<file path="src/rtl/eer_rl_pkg.sv">
// Shared packet types and the default-width TX descriptor for the EER-RL node.
package eer_rl_pkg;

  localparam int DEF_WORD_W = 16;
  localparam int DEF_TS_W   = 6;
  localparam int DEF_LVL_W  = 2;

  localparam logic [63:0] BROADCAST_ID = '1;

  typedef enum logic [2:0] {
    HEARTBEAT = 3'b000,
    INVITE    = 3'b010,
    MEMREQ    = 3'b011,
    TIMESLOT  = 3'b100,
    DATA      = 3'b101,
    INVALID   = 3'b111
  } pkt_t;

  typedef struct packed {
    logic [DEF_WORD_W-1:0] srcId;
    logic [DEF_WORD_W-1:0] energy;
    logic [DEF_WORD_W-1:0] qValue;
    logic [DEF_WORD_W-1:0] srcHops;
    logic [DEF_WORD_W-1:0] dstId;
    logic [DEF_WORD_W-1:0] chosenCh;
    logic [DEF_WORD_W-1:0] hopsFromCh;
    pkt_t                  pktType;
    logic [DEF_TS_W-1:0]   slot;
    logic [DEF_LVL_W-1:0]  level;
  } tx_desc_t;

endpackage

</file>
<file path="src/rtl/reward_desc_fifo.sv">
// Descriptor FIFO; extra pointer MSB separates full from empty. A push into a
// full FIFO is accepted only when a pop frees a slot in the same cycle.
module reward_desc_fifo
  import eer_rl_pkg::*;
#(
  parameter int  DEPTH  = 4,
  parameter type desc_t = tx_desc_t
) (
  input  logic  clk,
  input  logic  nrst,
  input  logic  push,
  input  logic  pop,
  input  desc_t pushData,
  output desc_t head,
  output logic  full,
  output logic  empty
);

  localparam int AW = $clog2(DEPTH);

  desc_t mem [DEPTH];
  logic [AW:0] wrPtr;
  logic [AW:0] rdPtr;
  logic        doPush;
  logic        doPop;

  assign empty  = (wrPtr == rdPtr);
  assign full   = (wrPtr[AW] != rdPtr[AW]) && (wrPtr[AW-1:0] == rdPtr[AW-1:0]);
  assign doPop  = pop & ~empty;
  assign doPush = push & (~full | doPop);
  assign head   = mem[rdPtr[AW-1:0]];

  always_ff @(posedge clk or negedge nrst) begin
    if (!nrst) begin
      wrPtr <= '0;
      rdPtr <= '0;
    end else begin
      if (doPush) wrPtr <= wrPtr + 1'b1;
      if (doPop)  rdPtr <= rdPtr + 1'b1;
    end
  end

  always_ff @(posedge clk) begin
    if (doPush) mem[wrPtr[AW-1:0]] <= pushData;
  end

endmodule

</file>
<file path="src/rtl/reward_tx_scheduler.sv">
// Reward/response stage: builds TX descriptors from RX events, local data and the
// membership-request timer, queues them and hands them to the TX path on okToSend.
module reward_tx_scheduler
  import eer_rl_pkg::*;
#(
  parameter int WORD_W      = 16,
  parameter int DEPTH       = 4,
  parameter int TX_LEVELS   = 4,
  parameter int TS_W        = 6,
  parameter int MEMREQ_WAIT = 12,
  parameter int DROP_W      = 8
) (
  input  logic                         clk,
  input  logic                         nrst,
  input  logic                         en,
  input  logic                         iHaveData,
  input  logic                         iAmDestination,
  input  logic                         okToSend,
  input  logic [WORD_W-1:0]            myNodeID,
  input  logic [WORD_W-1:0]            hopsFromSink,
  input  logic [WORD_W-1:0]            myQValue,
  input  logic [WORD_W-1:0]            myEnergy,
  input  logic                         role,
  input  logic                         low_E,
  input  logic [WORD_W-1:0]            timeslot,
  input  logic [2:0]                   fPacketType,
  input  logic [WORD_W-1:0]            fSourceID,
  input  logic [WORD_W-1:0]            fSourceHops,
  input  logic [WORD_W-1:0]            fQValue,
  input  logic [WORD_W-1:0]            fEnergyLeft,
  input  logic [WORD_W-1:0]            fHopsFromCH,
  input  logic [WORD_W-1:0]            fChosenCH,
  input  logic [WORD_W-1:0]            chosenCH,
  input  logic [WORD_W-1:0]            hopsFromCH,
  input  logic [WORD_W-1:0]            chosenHop,
  output logic [WORD_W-1:0]            rSourceID,
  output logic [WORD_W-1:0]            rEnergyLeft,
  output logic [WORD_W-1:0]            rQValue,
  output logic [WORD_W-1:0]            rSourceHops,
  output logic [WORD_W-1:0]            rDestinationID,
  output logic [WORD_W-1:0]            rChosenCH,
  output logic [WORD_W-1:0]            rHopsFromCH,
  output logic [2:0]                   rPacketType,
  output logic [TS_W-1:0]              rTimeslot,
  output logic                         tx_valid,
  output logic [$clog2(TX_LEVELS)-1:0] tx_setting,
  output logic                         reward_done,
  output logic                         q_full,
  output logic [DROP_W-1:0]            drop_count
);

  localparam int LVL_W = $clog2(TX_LEVELS);
  localparam int TW    = $clog2(MEMREQ_WAIT + 1);

  typedef struct packed {
    logic [WORD_W-1:0] srcId;
    logic [WORD_W-1:0] energy;
    logic [WORD_W-1:0] qValue;
    logic [WORD_W-1:0] srcHops;
    logic [WORD_W-1:0] dstId;
    logic [WORD_W-1:0] chosenCh;
    logic [WORD_W-1:0] hopsFromCh;
    pkt_t              pktType;
    logic [TS_W-1:0]   slot;
    logic [LVL_W-1:0]  level;
  } desc_t;

  desc_t pushDesc, headDesc, outDesc;
  logic  localReq, rxHb, rxInv, rxData, dataReq, dataBad;
  logic  enPush, enDrop, expiry, memPush, pushReq, popEff, dropFull, fifoEmpty;
  logic  timerOn;
  logic [TW-1:0]     timerCnt;
  logic [WORD_W-1:0] hopsM1;
  logic [LVL_W-1:0]  memLevel;
  logic [1:0]        dropInc;
  logic [DROP_W:0]   dropSum;
  logic              unusedRxFields;

  // An en with iHaveData is the local request; the RX fields of that cycle lose.
  assign localReq = en & iHaveData;
  assign rxHb     = en & ~iHaveData & (fPacketType == HEARTBEAT);
  assign rxInv    = en & ~iHaveData & (fPacketType == INVITE);
  assign rxData   = en & ~iHaveData & iAmDestination & (fPacketType == DATA);
  assign dataReq  = localReq | rxData;
  assign dataBad  = dataReq & (chosenHop == BROADCAST_ID[WORD_W-1:0]);
  assign enPush   = (localReq | rxHb | rxInv | rxData) & ~dataBad;
  assign enDrop   = en & ~enPush;

  // Expiry holds while blocked, so a lost arbitration is retried next cycle.
  assign expiry   = timerOn & (timerCnt == '0);
  assign memPush  = expiry & ~enPush;
  assign pushReq  = enPush | memPush;
  assign popEff   = okToSend & tx_valid;
  assign dropFull = pushReq & q_full & ~popEff;
  assign dropInc  = {1'b0, enDrop} + {1'b0, dropFull};
  assign dropSum  = {1'b0, drop_count} + (DROP_W+1)'(dropInc);

  assign hopsM1 = hopsFromCH - WORD_W'(1);

  always_comb begin
    memLevel = '0;
    if (hopsFromCH == '0)                       memLevel = '0;
    else if (hopsM1 >= WORD_W'(TX_LEVELS - 1))  memLevel = LVL_W'(TX_LEVELS - 1);
    else                                        memLevel = hopsM1[LVL_W-1:0];
  end

  always_comb begin
    pushDesc        = '0;
    pushDesc.srcId  = myNodeID;
    pushDesc.energy = myEnergy;
    pushDesc.qValue = myQValue;
    pushDesc.slot   = timeslot[TS_W-1:0];
    if (memPush) begin
      pushDesc.pktType    = MEMREQ;
      pushDesc.dstId      = chosenCH;
      pushDesc.hopsFromCh = hopsFromCH;
      pushDesc.level      = memLevel;
    end else if (dataReq) begin
      pushDesc.pktType  = DATA;
      pushDesc.dstId    = chosenHop;
      pushDesc.chosenCh = chosenCH;
      if (rxData) begin
        pushDesc.srcId  = fSourceID;
        pushDesc.energy = fEnergyLeft;
      end
    end else if (rxInv) begin
      pushDesc.pktType    = INVITE;
      pushDesc.dstId      = BROADCAST_ID[WORD_W-1:0];
      pushDesc.chosenCh   = chosenCH;
      pushDesc.hopsFromCh = hopsFromCH;
    end else begin
      pushDesc.pktType = HEARTBEAT;
      pushDesc.dstId   = BROADCAST_ID[WORD_W-1:0];
      pushDesc.srcHops = hopsFromSink;
    end
  end

  reward_desc_fifo #(.DEPTH(DEPTH), .desc_t(desc_t)) uFifo (
    .clk     (clk),
    .nrst    (nrst),
    .push    (pushReq),
    .pop     (okToSend),
    .pushData(pushDesc),
    .head    (headDesc),
    .full    (q_full),
    .empty   (fifoEmpty)
  );

  always_ff @(posedge clk or negedge nrst) begin
    if (!nrst) begin
      timerOn  <= 1'b0;
      timerCnt <= '0;
    end else if (rxInv && !role) begin
      timerOn  <= 1'b1;
      timerCnt <= TW'(MEMREQ_WAIT - 1);
    end else if (expiry) begin
      if (memPush) timerOn <= 1'b0;
    end else if (timerOn) begin
      timerCnt <= timerCnt - TW'(1);
    end
  end

  always_ff @(posedge clk or negedge nrst) begin
    if (!nrst) begin
      reward_done <= 1'b0;
      drop_count  <= '0;
    end else begin
      reward_done <= popEff;
      drop_count  <= dropSum[DROP_W] ? '1 : dropSum[DROP_W-1:0];
    end
  end

  assign tx_valid = ~fifoEmpty;

  always_comb begin
    outDesc         = '0;
    outDesc.pktType = INVALID;
    if (tx_valid) outDesc = headDesc;
  end

  assign rSourceID      = outDesc.srcId;
  assign rEnergyLeft    = outDesc.energy;
  assign rQValue        = outDesc.qValue;
  assign rSourceHops    = outDesc.srcHops;
  assign rDestinationID = outDesc.dstId;
  assign rChosenCH      = outDesc.chosenCh;
  assign rHopsFromCH    = outDesc.hopsFromCh;
  assign rPacketType    = outDesc.pktType;
  assign rTimeslot      = outDesc.slot;
  assign tx_setting     = low_E ? '0 : outDesc.level;

  assign unusedRxFields = ^{fSourceHops, fQValue, fHopsFromCH, fChosenCH, timeslot};

endmodule

</file>
<file path="config.mk">
export PLATFORM = sky130hd
export DESIGN_NAME = reward_tx_scheduler
export DESIGN_NICKNAME = d
export VERILOG_FILES = /design/src/rtl/eer_rl_pkg.sv /design/src/rtl/reward_desc_fifo.sv /design/src/rtl/reward_tx_scheduler.sv
export SDC_FILE = /design/constraint.sdc
export NUM_CORES = 1
export LEC_CHECK = 0
export BUFFER_PORTS_ARGS = -buffer_cell sky130_fd_sc_hd__buf_2
export CORE_UTILIZATION = 56
export DETAILED_ROUTE_END_ITERATION = 8
export PLACE_DENSITY = 0.92
export REMOVE_ABC_BUFFERS = 1
export SKIP_LAST_GASP = 1
export SYNTH_ARGS = -nofsm -noshare
export SYNTH_HDL_FRONTEND = slang
export SYNTH_SLANG_ARGS = --single-unit
export TNS_END_PERCENT = 30
</file>
<file path="constraint.sdc">
create_clock -name clk -period 6.2 [get_ports clk]
set_input_delay 0 -clock clk [delete_from_list [all_inputs] [get_ports clk]]
set_output_delay 0 -clock clk [all_outputs]
set_load 0.005 [all_outputs]
</file>
==> results of run 1 <==
## how the worst min path moves through the flow
stage,end
5_1_grt,timerCnt[1]$_DFFE_PN0P_
3_5_place_dp,drop_count[6]$_DFF_PN0_
3_3_place_gp,drop_count[7]$_DFF_PN0_
2_1_floorplan,drop_count[0]$_DFF_PN0_
6_report,timerCnt[1]$_DFFE_PN0P_
4_1_cts,timerCnt[1]$_DFFE_PN0P_
## worst max-delay path, delay by kind of cell (launching register included)
kind,cells,cell delay [ns]
flip-flops,1,0.95
buffers and inverters,3,1.67
XOR/XNOR,1,0.21
AND/OR/NAND/NOR,2,0.58
## cell usage in the layout (no fill, tap or decap), types with 4 or more instances in the layout
| master | n |
|---|---|
| sky130_fd_sc_hd__clkinv_2 | 9 |
| sky130_fd_sc_hd__inv_1 | 11 |
| sky130_fd_sc_hd__dlygate4sd3_1 | 157 |
| sky130_fd_sc_hd__mux2_1 | 31 |
| sky130_fd_sc_hd__edfxtp_1 | 492 |
| sky130_fd_sc_hd__or2_2 | 4 |
| sky130_fd_sc_hd__nand2_1 | 19 |
| sky130_fd_sc_hd__clkbuf_16 | 53 |
| sky130_fd_sc_hd__dfrtp_1 | 18 |
| sky130_fd_sc_hd__mux4_2 | 123 |
| sky130_fd_sc_hd__nand3_1 | 5 |
| sky130_fd_sc_hd__xor2_1 | 5 |
| sky130_fd_sc_hd__nor2_1 | 10 |
| sky130_fd_sc_hd__nor3_1 | 4 |
| sky130_fd_sc_hd__xnor2_1 | 9 |
| sky130_fd_sc_hd__and2_1 | 166 |
| sky130_fd_sc_hd__ha_1 | 9 |
| sky130_fd_sc_hd__a21oi_1 | 8 |
| sky130_fd_sc_hd__clkbuf_1 | 9 |
| sky130_fd_sc_hd__clkinv_1 | 18 |
| sky130_fd_sc_hd__buf_4 | 9 |
| sky130_fd_sc_hd__o22a_1 | 16 |
| sky130_fd_sc_hd__bufinv_16 | 4 |
| sky130_fd_sc_hd__buf_2 | 294 |
| sky130_fd_sc_hd__nand4_1 | 4 |
## layer usage
layer  wire (um)  GRT usage (%)
met1       17730          30.84
met3        3206          5.131
met4        1685          10.17
met5           0              0
met2       23990          44.18
## layout make-up
class                           count  area, um2
Timing Repair Buffer              463       3171
Fill cell                        2156      10670
Tap cell                          468      585.6
Inverter                           13      55.05
Clock inverter                     33      256.5
Multi-Input combinational cell    454       5147
Clock buffer                       62       1360
Sequential cell                   512      15280
## power by group through the flow
| stage | combinational [mW] | sequential [mW] | clock (mW) |
|---|---|---|---|
| detailed placement | 3.82 | 4.71 | 0 |
| finish | 3.95 | 4.65 | 2.98 |
| floorplan | 2.29 | 4.92 | 0 |
| CTS | 3.93 | 4.65 | 3.01 |
| global route | 4.24 | 4.70 | 3.15 |
| global placement | 3.77 | 4.67 | 0 |
## flip-flops by register name (all words and copies together), names as in the netlist
name	cells
uFifo.rdPtr	3
uFifo.wrPtr	3
drop_count	8
timerCnt	4
timerOn	1
uFifo.mem	492
reward_done	1
## metrics by stage
stage                     total power, mW  instance area, um2   TNS, ns
after global routing                12.09               25860         0
after CTS                           11.59               25860         0
after detailed placement            8.530               22670         0
after global placement              8.440               22670         0
final                               11.58               25860         0
after floorplan                     7.206               20460  -1309.24
## kinds of logic after synthesis
logic type / after synthesis
buffers and inverters: 65
muxes: 157
xor gates and xnor gates: 14
and+or+nand+nor: 238
AOI/OAI and AO/OA: 35
adders and majority gates: 10
DFF: 512
## synthesized netlist by cell type, drive strengths merged (5+ instances only)
cell type | count | share of area, %
nand3 | 5 | 0.12
clkbuf | 34 | 0.62
dfrtp | 20 | 2.4
mux2 | 34 | 1.8
edfxtp | 492 | 71
o22a | 16 | 0.68
and2 | 169 | 5.1
inv | 13 | 0.24
buf | 18 | 0.54
nor2 | 10 | 0.18
a21oi | 8 | 0.19
nand2 | 19 | 0.34
ha | 9 | 0.54
xor2 | 5 | 0.21
mux4 | 123 | 13
xnor2 | 9 | 0.38
==> tab_implementation.tex, run 1 <==
\begin{tabular}{lr}
\hline
Metric & Value \\
\hline
\multicolumn{2}{l}{\textbf{Detailed routing}} \\
Iteration-0 DRC count of the detailed router & 854 \\
Drt total wl & 46.61 mm \\
Count of TritonRoute iterations in the first routing pass & 5 \\
DRC Markers & 0 \\
Routed vias & 11655 \\
Antenna-violating nets left & 0 \\
Routed length per placed instance & 23.25 um \\
Post-DR vias/cell & 5.813 \\
\multicolumn{2}{l}{\textbf{Worst setup path}} \\
Start point of the critical path & uFifo.rdPtr[0]\$\_DFFE\_PN0P\_ \\
Crit-path max FO & 81 \\
Startpoint of the most critical register-to-register path & timerCnt[0]\$\_DFFE\_PN0P\_ \\
Cell type of the slowest stage on the worst timing path & sky130\_fd\_sc\_hd\_\_dfrtp\_4 \\
Crit path launch type & register \\
Worst reg2reg endpoint & uFifo.mem[2][106]\$\_DFFE\_PP\_ \\
Data arrival at the endpoint of the critical path & 3.98 ns \\
Flop-to-flop setup slack & 2.77 ns \\
CP Capture Point & rDestinationID[5] \\
Series of cell instances along the critical path & xnor2\_1 -> and3\_1 -> clkinv\_2 -> buf\_4 -> and2\_1 -> buf\_2 \\
Crit Path Category & reg -> out \\
Cells on worst reg2reg path & 8 \\
Capturing element type of the critical path & primary output \\
Data required time of the worst path & 6.20 ns \\
Max incr delay on CP & 0.95 ns \\
\multicolumn{2}{l}{\textbf{STA}} \\
Maximum frequency from static timing analysis & 251.5 MHz \\
Period utilization & 64.12\% \\
Count of final max-slew check failures & 0 \\
Setup-failing EPs final & 0 \\
Worst slew slack as a fraction of its limit & 24.49\% \\
Worst-margin pin slew & 1.133 ns \\
Worst hold slack across all endpoints & 0.1277 ns \\
Worst setup margin & 2.225 ns \\
Fin. Hold Viols & 0 \\
Clock period minus worst slack & 3.975 ns \\
Unrepaired setup endpoints after global routing & no \\
Skew final & 0.008755 ns \\
\multicolumn{2}{l}{\textbf{Power and ir drop}} \\
Standby leakage power & 9.148 nW \\
Net Sw Frac & 30.20\% \\
Reported net switching power & 3.497 mW \\
Comb power frac & 34.1\% \\
Relative contribution of sequential cells to total power & 40.2\% \\
Peak VDD IR & 0.0006736 V \\
Portion of total power attributed to the clock network & 25.7\% \\
Pwr dens & 447.8 mW/mm2 \\
Cell Int Power & 8.083 mW \\
\multicolumn{2}{l}{\textbf{Clock network}} \\
Total number of clock tree sinks & 512 \\
Clk pin slew, worst setup/hold paths & 0.06 ns \\
CTS tree & built \\
Post-CTS Setup Bufs & 0 \\
Number of cells upsized or downsized after cts & 0 \\
CTS root buffer & sky130\_fd\_sc\_hd\_\_clkbuf\_16 \\
Clk Latency, worst-skew pair & 0.55 ns \\
Number of H-tree levels & 2 \\
Hold buffer count at CTS & 157 \\
Total clock buffers created by CTS & 51 \\
Max Buffers Root-to-Sink & 3 \\
\multicolumn{2}{l}{\textbf{Place}} \\
Post-detailed-placement half-perimeter wirelength & 24.44 mm \\
Count of input and output buffers & 294 \\
Global placement routability congestion & 0.7880 \\
Total instance count after detailed placement & 1753 \\
Pre-CTS WS & 2.718 ns \\
\multicolumn{2}{l}{\textbf{Floorplan}} \\
Height of the chip & 194.3 um \\
Initial Util & 56.67\% \\
Die outline area & 0.03774 mm2 \\
Number of top-level design ports & 369 \\
Placeable core region & 0.03652 mm2 \\
Number of standard-cell rows in the floorplan & 70 \\
Die boundary width & 194.3 um \\
\multicolumn{2}{l}{\textbf{Global route}} \\
GRT Overall Usage & 25.23\% \\
Via count of the first global-routing pass & 12744 \\
Number of antenna violations at the first check in global routing & 1 \\
Overflow after GRT & 0 \\
Wire length of the first global-routing pass & 71.52 mm \\
Pin count of the biggest net entering global routing & 82 \\
\multicolumn{2}{l}{\textbf{Final layout}} \\
Growth of design area from synthesis to finish & 24.92\% \\
Post-route core utilization & 70.80\% \\
\# nets final & 1740 \\
Count of non-filler cells in the finished layout & 2005 \\
Fraction of final layout cells with drive strength greater than 1 & 33.70\% \\
Ant diodes & 0 \\
\multicolumn{2}{l}{\textbf{Synthesis}} \\
Count of different cell masters after synthesis & 46 \\
Post-synthesis sequential area ratio & 73.80\% \\
Synth Area in Simple Gates & 7.079\% \\
Post-synth ARST share & 3.906\% \\
EDFF count, synth & 492 \\
Xor/xnor cell area share of the yosys netlist & 0.5924\% \\
Number of cells produced by synthesis & 1031 \\
Multiplexer fraction of the synthesized cell area & 15.23\% \\
Post-Synth Adder-Cell Area & 0.6408\% \\
Compound-cell area share of the yosys netlist & 1.269\% \\
Ys flop type & sky130\_fd\_sc\_hd\_\_edfxtp\_1 \\
Avg Inst Size Synth & 20.08 um2 \\
Number of warnings issued by yosys & 0 \\
Dominant combinational cell family by area after synthesis & multiplexers \\
Post-synthesis sequential element count & 512 \\
Cell area after synthesis & 0.02070 mm2 \\
\multicolumn{2}{l}{\textbf{Worst hold path}} \\
Beginning of the worst hold path & fPacketType[0] \\
Hold/Removal Path Class & in -> reg \\
Worst hold path cell count & 5 \\
\multicolumn{2}{l}{\textbf{Outcome}} \\
Status & finished, final reports clean \\
\multicolumn{2}{l}{\textbf{Run}} \\
Number of max-capacitance violations reported & 0 \\
\hline
\end{tabular}
Power figures use the tool's default switching activity.
==> run 2: changes to the inputs <==
Settings changed: CORE_UTILIZATION 56 to 50, PLACE_DENSITY 0.92 to 0.87.
Clock period 6.2 ns to 3.3 ns, I/O delays scaled along.
==> tab_implementation.tex, run 2 (same netlist as run 1, synthesis figures left out) <==
\begin{tabular}{lr}
\hline
Metric & Value \\
\hline
\multicolumn{2}{l}{\textbf{Clock network}} \\
Max Buffers Root-to-Sink & 3 (unchanged) \\
CTS tree & built \\
Total clock buffers created by CTS & 52 (+2.0\%) \\
Post-CTS Setup Bufs & 0 (unchanged) \\
CTS root buffer & sky130\_fd\_sc\_hd\_\_clkbuf\_16 \\
Clk pin slew, worst setup/hold paths & 0.06 ns (about the same) \\
Clk Latency, worst-skew pair & 0.58 ns (+0.03 ns) \\
Number of H-tree levels & 2 (unchanged) \\
Total number of clock tree sinks & 512 (unchanged) \\
\multicolumn{2}{l}{\textbf{STA}} \\
Maximum frequency from static timing analysis & 341.7 MHz \\
Count of final max-slew check failures & 0 (unchanged) \\
Worst hold slack across all endpoints & 0.08297 ns (-0.04476 ns) \\
Fin Setup TNS & 0 ns (unchanged) \\
Worst slew slack as a fraction of its limit & 33.28\% (+8.8 points) \\
Setup-failing EPs final & 0 (unchanged) \\
Period utilization & 88.68\% \\
Unrepaired setup endpoints after global routing & no \\
Worst setup margin & 0.3735 ns (-1.851 ns) \\
Skew final & 0.02139 ns (+0.01263 ns) \\
Fin. Hold Viols & 0 (unchanged) \\
Clock period minus worst slack & 2.927 ns \\
Worst-margin pin slew & 1.001 ns (-0.1319 ns) \\
\multicolumn{2}{l}{\textbf{Place}} \\
Post-detailed-placement half-perimeter wirelength & 24.61 mm (+0.72\%) \\
Pre-CTS WS & 0.4053 ns (-2.313 ns) \\
Post-placement cell area & 0.02281 mm2 (+0.63\%) \\
Global placement routability congestion & 0.8001 (+1.5\%) \\
Count of input and output buffers & 294 (unchanged) \\
\multicolumn{2}{l}{\textbf{Outcome}} \\
Status & finished, final reports clean \\
\multicolumn{2}{l}{\textbf{Detailed routing}} \\
Count of TritonRoute iterations in the first routing pass & 5 (unchanged) \\
DRC Markers & 0 (unchanged) \\
Post-DR vias/cell & 5.520 (-5.0\%) \\
Antenna-violating nets left & 0 (unchanged) \\
Drt total wl & 45.54 mm (-2.3\%) \\
Routed vias & 11466 (-1.6\%) \\
Iteration-0 DRC count of the detailed router & 792 (-7.3\%) \\
Routed length per placed instance & 21.93 um (-5.7\%) \\
\multicolumn{2}{l}{\textbf{Worst setup path}} \\
Cell type of the slowest stage on the worst timing path & sky130\_fd\_sc\_hd\_\_mux2\_1 \\
Crit-path max FO & 32 (-60\%) \\
Crit Path Category & reg -> reg \\
Crit path launch type & register \\
Series of cell instances along the critical path & inv\_1 -> ha\_1 -> and4bb\_2 -> nor2b\_1 -> o21ai\_2 -> nand4b\_4 -> mux2\_1 \\
Max incr delay on CP & 0.65 ns (-0.30 ns) \\
Data arrival at the endpoint of the critical path & 3.21 ns (-0.77 ns) \\
Data required time of the worst path & 3.59 ns (-2.61 ns) \\
Capturing element type of the critical path & register \\
\multicolumn{2}{l}{\textbf{Global route}} \\
Pin count of the biggest net entering global routing & 124 (+51\%) \\
Overflow after GRT & 0 (unchanged) \\
Wire length of the first global-routing pass & 67.49 mm (-5.6\%) \\
GRT Overall Usage & 21.53\% (-3.7 points) \\
Number of antenna violations at the first check in global routing & 0 (-1) \\
Via count of the first global-routing pass & 12094 (-5.1\%) \\
\multicolumn{2}{l}{\textbf{Worst hold path}} \\
Hold/Removal Path Class & in -> reg \\
\multicolumn{2}{l}{\textbf{Run}} \\
Number of max-capacitance violations reported & 0 (unchanged) \\
\multicolumn{2}{l}{\textbf{Floorplan}} \\
Die boundary width & 205.5 um (+5.8\%) \\
Number of standard-cell rows in the floorplan & 74 (+5.7\%) \\
Die outline area & 0.04222 mm2 (+12\%) \\
Initial Util & 50.69\% (-6.0 points) \\
Placeable core region & 0.04083 mm2 (+12\%) \\
Number of top-level design ports & 369 (unchanged) \\
Height of the chip & 205.5 um (+5.8\%) \\
\multicolumn{2}{l}{\textbf{Power and ir drop}} \\
Power Total & 22.07 mW (+91\%) \\
Standby leakage power & 9.245 nW (+1.1\%) \\
Pwr dens & 844.5 mW/mm2 (+89\%) \\
Peak VDD IR & 0.0005955 V (-12\%) \\
\multicolumn{2}{l}{\textbf{Final layout}} \\
Most common cell after layout, fill and taps aside & sky130\_fd\_sc\_hd\_\_edfxtp\_1 \\
Fill cell instance count of the final layout & 2673 (+24\%) \\
Most used cells in the layout excluding fill and tap cells & 492 x sky130\_fd\_sc\_hd\_\_edfxtp\_1, 294 x sky130\_fd\_sc\_hd\_\_buf\_2, 166 x sky130\_fd\_sc\_hd\_\_and2\_1 \\
Final design instance area without fill & 0.02614 mm2 (+1.1\%) \\
Ant diodes & 0 (unchanged) \\
Fraction of final layout cells with drive strength greater than 1 & 34.69\% (+0.99 points) \\
Growth of design area from synthesis to finish & 26.28\% \\
Largest register FFs & 492 (unchanged) \\
\# nets final & 1747 (+0.40\%) \\
\hline
\end{tabular}
run 2: cell type report:
type	count	area, um2	area share, %
clock inverters	38	416.7	1.594
well taps	532	665.6	2.547
multi-input cells	454	5147	19.69
flip-flops and latches	512	15280	58.47
clock buffers	59	1328	5.079
repair buffers	469	3243	12.41
inverters	13	55.05	0.2106
run 2: worst paths after layout:
| path | from | to | slack (ns) | cells past startpoint |
|---|---|---|---|---|
| max | timerCnt[0]$_DFFE_PN0P_ | uFifo.mem[1][93]$_DFFE_PP_ | 0.37 | 7 |
| min | fPacketType[2] | uFifo.mem[3][10]$_DFFE_PP_ | 0.08 | 4 |
| max reg2reg | timerCnt[0]$_DFFE_PN0P_ | uFifo.mem[1][93]$_DFFE_PP_ | 0.37 | 7 |
| min reg2reg | uFifo.rdPtr[2]$_DFFE_PN0P_ | uFifo.rdPtr[2]$_DFFE_PN0P_ | 0.50 | 1 |
| max in group asynchronous | nrst | uFifo.rdPtr[1]$_DFFE_PN0P_ | 1.95 | 3 |
| min in group asynchronous | nrst | drop_count[1]$_DFF_PN0_ | 0.65 | 3 |
run 2: per-stage QoR:
step / std cells / util (%)
5_1_grt: 2077 / 64.01
3_3_place_gp: 1822 / 55.87
3_5_place_dp: 1822 / 55.87
2_1_floorplan: 979 / -
4_1_cts: 2077 / 64.01
6_report: 2077 / 64.01
run 2: worst max-delay path: cells and delay by family, from the launching register on:
family | cells | cell delay [ns]
and+or+nand+nor | 3 | 1.07
buffers and inverters | 1 | 0.09
AOI/OAI and AO/OA | 1 | 0.19
adders and majority gates | 1 | 0.22
muxes | 1 | 0.65
DFF | 1 | 0.36
run 2: power breakdown:
part           switching [mW]  leakage, nW  total, mW  internal, mW
Combinational            3.85         3.67       7.55          3.70
Clock                    2.39        0.852       5.92          3.53
Sequential              0.317         4.72       8.61          8.29
run 2: routing by layer:
layer	wire length, um	up-vias	track usage [%]
li1	-	5051	-
met1	17870	5868	26.96
met2	23540	466	37.05
met3	2962	81	4.419
met4	1170	0	7.831
met5	0	-	0
run 2: what timing repair did:
action,4_1_cts,5_1_grt
endpoints found under the hold margin,518,0
hold buffers,158,0
resized for setup,0,0
